<file path="src/rtl/vga_cell_scanner.sv">
// vga_cell_scanner
// Generates the 640x480@60 VGA raster from a divided system clock and maps
// each visible pixel onto a cell of the life grid (CELL_PX x CELL_PX pixels
// per cell). The current cell's memory address and column/row indices are
// presented combinationally from registers; the returned cell_alive bit and
// colour are merged into a registered RGB332 pixel alongside the syncs.
//
// Ports:
//   clk, rst    system clock, asynchronous active-high reset
//   cell_alive  grid-memory read data (1 clk latency after grid_addr)
//   color       RGB332 from the colour generator (combinational on indices)
//   grid_addr   {y_index[6:0], x_index[6:0]}
//   x_index     current cell column
//   y_index     current cell row
//   hsync       active-low horizontal sync, registered
//   vsync       active-low vertical sync, registered
//   rgb         registered RGB332 pixel
//   frame_tick  one-clk pulse at the start of vertical blank
//
// The raster geometry is parameterised; the defaults give standard 640x480.
module vga_cell_scanner #(
    parameter int         CLK_DIV    = 4,
    parameter int         CELL_PX    = 5,
    parameter logic [7:0] DEAD_COLOR = 8'h00,
    parameter int         H_VIS      = 640,
    parameter int         H_FP       = 16,
    parameter int         H_SYNC     = 96,
    parameter int         H_BP       = 48,
    parameter int         V_VIS      = 480,
    parameter int         V_FP       = 10,
    parameter int         V_SYNC     = 2,
    parameter int         V_BP       = 33
) (
    input  logic        clk,
    input  logic        rst,
    input  logic        cell_alive,
    input  logic [7:0]  color,
    output logic [13:0] grid_addr,
    output logic [7:0]  x_index,
    output logic [7:0]  y_index,
    output logic        hsync,
    output logic        vsync,
    output logic [7:0]  rgb,
    output logic        frame_tick
);

    localparam int H_TOT = H_VIS + H_FP + H_SYNC + H_BP;
    localparam int V_TOT = V_VIS + V_FP + V_SYNC + V_BP;
    localparam int H_SS  = H_VIS + H_FP;
    localparam int H_SE  = H_SS + H_SYNC - 1;
    localparam int V_SS  = V_VIS + V_FP;
    localparam int V_SE  = V_SS + V_SYNC - 1;
    localparam int DW    = $clog2(CLK_DIV);
    localparam int SW    = (CELL_PX > 2) ? $clog2(CELL_PX) : 1;

    logic [DW-1:0] div_cnt;
    logic [9:0]    h_cnt, v_cnt;
    logic [SW-1:0] sub_x, sub_y;

    logic          pix_tick;
    logic          h_last, v_last, h_vis, v_vis;
    logic [9:0]    h_nxt, v_nxt;
    logic [SW-1:0] sub_x_nxt, sub_y_nxt;
    logic [7:0]    x_nxt, y_nxt;
    logic [7:0]    rgb_nxt;
    logic          hsync_nxt, vsync_nxt;

    assign pix_tick  = (div_cnt == DW'(CLK_DIV - 1));
    assign h_last    = (h_cnt == 10'(H_TOT - 1));
    assign v_last    = (v_cnt == 10'(V_TOT - 1));
    assign h_vis     = (h_cnt < 10'(H_VIS));
    assign v_vis     = (v_cnt < 10'(V_VIS));
    assign grid_addr = {y_index[6:0], x_index[6:0]};

    // Raster counters and cell indices. Cells are tracked with sub-cell
    // counters so no divider is needed; indices sit at 0 through blanking
    // so the first visible pixel of each line/frame starts on cell 0.
    always_comb begin
        h_nxt     = h_last ? 10'd0 : h_cnt + 10'd1;
        v_nxt     = v_cnt;
        sub_x_nxt = sub_x;
        x_nxt     = x_index;
        sub_y_nxt = sub_y;
        y_nxt     = y_index;

        if (!h_vis || h_cnt == 10'(H_VIS - 1)) begin
            sub_x_nxt = '0;
            x_nxt     = 8'd0;
        end else if (sub_x == SW'(CELL_PX - 1)) begin
            sub_x_nxt = '0;
            x_nxt     = x_index + 8'd1;
        end else begin
            sub_x_nxt = sub_x + SW'(1);
        end

        if (h_last) begin
            v_nxt = v_last ? 10'd0 : v_cnt + 10'd1;
            // v wrap (524->0) lands here too, so rows are already 0 for line 0
            if (!v_vis || v_cnt == 10'(V_VIS - 1)) begin
                sub_y_nxt = '0;
                y_nxt     = 8'd0;
            end else if (sub_y == SW'(CELL_PX - 1)) begin
                sub_y_nxt = '0;
                y_nxt     = y_index + 8'd1;
            end else begin
                sub_y_nxt = sub_y + SW'(1);
            end
        end
    end

    // Pixel for the current raster position; cell_alive/color belong to the
    // index registers that have been stable since the previous pix_tick.
    always_comb begin
        rgb_nxt = 8'h00;
        if (h_vis && v_vis)
            rgb_nxt = cell_alive ? color : DEAD_COLOR;
        hsync_nxt = ~((h_cnt >= 10'(H_SS)) && (h_cnt <= 10'(H_SE)));
        vsync_nxt = ~((v_cnt >= 10'(V_SS)) && (v_cnt <= 10'(V_SE)));
    end

    always_ff @(posedge clk or posedge rst) begin
        if (rst) begin
            div_cnt    <= '0;
            h_cnt      <= 10'd0;
            v_cnt      <= 10'd0;
            sub_x      <= '0;
            sub_y      <= '0;
            x_index    <= 8'd0;
            y_index    <= 8'd0;
            rgb        <= 8'h00;
            hsync      <= 1'b1;
            vsync      <= 1'b1;
            frame_tick <= 1'b0;
        end else begin
            // registered off the pix_tick that leaves the last visible line
            frame_tick <= pix_tick && h_last && (v_cnt == 10'(V_VIS - 1));
            if (pix_tick) begin
                div_cnt <= '0;
                rgb     <= rgb_nxt;
                hsync   <= hsync_nxt;
                vsync   <= vsync_nxt;
                h_cnt   <= h_nxt;
                v_cnt   <= v_nxt;
                sub_x   <= sub_x_nxt;
                sub_y   <= sub_y_nxt;
                x_index <= x_nxt;
                y_index <= y_nxt;
            end else begin
                div_cnt <= div_cnt + DW'(1);
            end
        end
    end

endmodule

</file>
<file path="config.mk">
export PLATFORM = sky130hd
export DESIGN_NAME = vga_cell_scanner
export DESIGN_NICKNAME = d
export VERILOG_FILES = /design/src/rtl/vga_cell_scanner.sv
export SDC_FILE = /design/constraint.sdc
export NUM_CORES = 1
export LEC_CHECK = 0
export BUFFER_PORTS_ARGS = -buffer_cell sky130_fd_sc_hd__buf_4
export CORE_ASPECT_RATIO = 1.5
export CORE_MARGIN = 2
export CORE_UTILIZATION = 60
export CTS_CLUSTER_DIAMETER = 60
export DETAILED_ROUTE_END_ITERATION = 7
export PLACE_DENSITY = 0.84
export SYNTH_ARGS = -nofsm -noshare
export SYNTH_HDL_FRONTEND = slang
export SYNTH_SLANG_ARGS = --single-unit
export TNS_END_PERCENT = 5
</file>
<file path="constraint.sdc">
create_clock -name clk -period 3.6 [get_ports clk]
set_input_delay 0.18 -clock clk [delete_from_list [all_inputs] [get_ports clk]]
set_output_delay 0.18 -clock clk [all_outputs]
set_load 0.02 [all_outputs]
</file>
==> impl_results.md <==
* Status: finished, final reports clean
* Hold/Removal Path Class: in -> reg
* Final Non-Filler Cells at 404
* Post-CTS setup buffer count at 0
* PortBufs at between 50 and 60
* Antenna-violating nets left at 0
* Core footprint at 4810 um2
* Startpoint Class: flip-flop
* CTS Buffer Depth at 2
* Slew HR at 45.35%
* CP top delay family: simple AND/OR/NAND/NOR gates
* EDFF count, synth at 0
* First-pass GRT wire length at 11040 um
* Worst Skew at 0.008159 ns
* DRC viols at 0
* Setup violations, final at 0
* CTS tree: yes
* Synth unique cells at 54
* CTS-repair resized insts at 0
* Routed WL per cell at 15.56 um
* Vias at 2407
* Initial antenna violation count at 0
* Mapped Nets at 322
* Initial DRC count at slightly below 200
* Pwr/cell area at between 300 and 400 nW/um2
* Tot GR Track Use at 25.34%
* Routability cong. at 0.8552
* Capturing element type of the critical path: flip-flop
* Final WL at around 6300 um
* Final WS setup at about 1.3 ns
* CP arrival at 2.54 ns
* Most common cell in the netlist: dfrtp_1
* Minimum clock period at 2.347 ns
* N_diodes at 0
* Crit path largest cell delay at around 0.66 ns
* Die height at between 90 and 100 um
* Yosys top cell area share at 44.41%
* Synth area leader: dfrtp_1
* Syn Inst Count at 300
* Clk root buf: clkbuf_8
* Final hold violation count at 0
* Number of synthesis warnings at 0
* Die span in x at ~62 um
* Sequential fraction of the synthesis area at a little under half
* Num CTS Buffers at 5
* Average via count per standard cell at 5.958
* DPL Wire Length at 4424 um
* Crit path kind: reg -> reg
* # rows at 31
* H-tree depth reported by CTS at 2
* Dpl ws at 1.312 ns
* Placed insts at roughly 400
* Synth top cells by count: dfrtp_1 (53), nor2_1 (23), nand2_1 (21)
* Nets at around 360
* Syn_area_per_cell at 9.955 um2
* Unrepaired setup endpoints after global routing: false
* Slowest-stage cell, CP: dfrtp_1
* Final worst path period share at 65.18%
* Clock sink count at 55
* Area grow syn2layout at 15.84%
* Ranking of synthesized cells by area: dfrtp_1 (44%), ha_1 (4.6%), a22o_1 (4.4%), buf_4 (3.5%), o21ai_0 (3.0%)
* I/O pin count at 52
* CP max FO at 15
* Peak supply drop at 0.2860 mV
* Max-slew violations at 0
* Vias in the first global route at 2412
* Synth Cell Area at 2987 um2
* 1st-pass router iterations at 4
* Max Cap Violations at 0
* Die area at about 5600 um2
* Worst Path Required at 3.80 ns
* GRT overflow at 0
* Synth async-reset ratio at 100.0%
* Largest net degree at the start of global routing at 32
* Dominant synthesized flop cell: dfrtp_1
* Layout cell share with drive strength beyond 1 at between 20% and 30%
* F_max at 426.1 MHz
* Worst Max-Slew Pin Slew at 0.8181 ns
* Clock transition at path regs at 0.10 ns
* WP buf/inv at 0
* Fin util at 71.93%
* Clk_lat worst skew at a little over 0.3 ns
* P_leak at 1.601 nW
* Synthesized flop and latch total at 55
* Initial cell density of the core at 62.10%
* Crit path cell chain: nand4b_1 -> nor3_2 -> o21ai_0 -> mux2_2
* Setup TNS at 0 ns
[state kept, by name, summed over array words and instances, names as in the netlist]
name and cells:
sub_y 3, rgb 8, y_index 8, x_index 8, hsync 1, frame_tick 1, sub_x 3, v_cnt 10
vsync 1, h_cnt 10, div_cnt 2
[worst register-to-register path: stages (launching register included)]
cell	delay, ns
dfrtp_1	0.66
nand4b_1	0.37
nor3_2	0.64
o21ai_0	0.26
mux2_2	0.32
[metal layers]
metal / part of all wire [%] / global-route usage (%)
met1: 41 / 32.16
met2: 54 / 42.81
met3: 4.3 / 4.011
met4: 1.6 / 7.801
met5: 0 / 0
[report_power, final]
group          internal, mW  total, mW  switching, mW
Sequential            0.622      0.624        0.00256
Clock                 0.278      0.475          0.197
Combinational        0.0177     0.0403         0.0226
Total                 0.918       1.14          0.222
[per-stage QoR]
step	hold WS [ns]	instance area, um2	total power [mW]
6_report	0.07471	3460	1.139
5_1_grt	0.07214	3460	1.179
4_1_cts	0.07618	3460	1.150
3_5_place_dp	0.2647	3317	0.6772
3_3_place_gp	0.2525	3317	0.6761
2_1_floorplan	0.3086	2987	0.6558
[path summary, 6_finish.rpt]
check	to	from	depth (start not counted)	slack (ns)
min reg2reg	div_cnt[0]	div_cnt[0]	1	0.44
max	y_index[0]	h_cnt[9]	4	1.25
min in group asynchronous	rgb[1]	rst	3	0.47
max in group asynchronous	hsync	rst	4	2.28
min	rgb[5]	color[5]	2	0.07
max reg2reg	y_index[0]	h_cnt[9]	4	1.25
[cell usage in the layout (no fill, tap or decap), types with 3 or more instances in the layout]
cell type  netlist  layout
clkbuf_8         0       5
xnor2_1          9       9
a21o_1           3       3
nor2_1          23      23
xor2_1           5       5
dfrtp_1         53      53
and4_1           3       3
buf_4           14      54
a21oi_1          4       4
a22o_1          15      15
o21ai_0         18      18
nand4_1          7       7
a211o_1          3       3
mux2i_1          6       6
nand2_1         21      21
nand4b_1         3       3
inv_1           15      14
nor2b_1          5       5
a22oi_1          3       3
nand3_1         15      15
and3_1           3       3
or4_1            3       3
ha_1            11      11
o22ai_1          4       4
nor3_1           8       7
nor4_1           4       4
[kinds of logic after synthesis]
group	Yosys count	share of synthesized area (%)
and+or+nand+nor	112	20.78
adders and majority gates	11	4.608
DFF	55	46.17
AOI/OAI and AO/OA	61	14.62
muxes	7	2.388
buffers and inverters	40	7.331
xor gates and xnor gates	14	4.106
[final cells by class]
type                    instances  area, um2
well taps                      66      82.58
multi-input cells             205       1394
clock inverters                 2      60.06
repair buffers                 55      415.4
flip-flops and latches         55       1379
inverters                      15      56.30
clock buffers                   6      72.57
fillers                       386       1350
[what timing repair did]
action                                  in CTS  in global routing
hold endpoints to repair                    23                  0
hold buffers                                 1                  0
endpoints found under the setup margin       0                  0
Power figures use the tool's default switching activity.
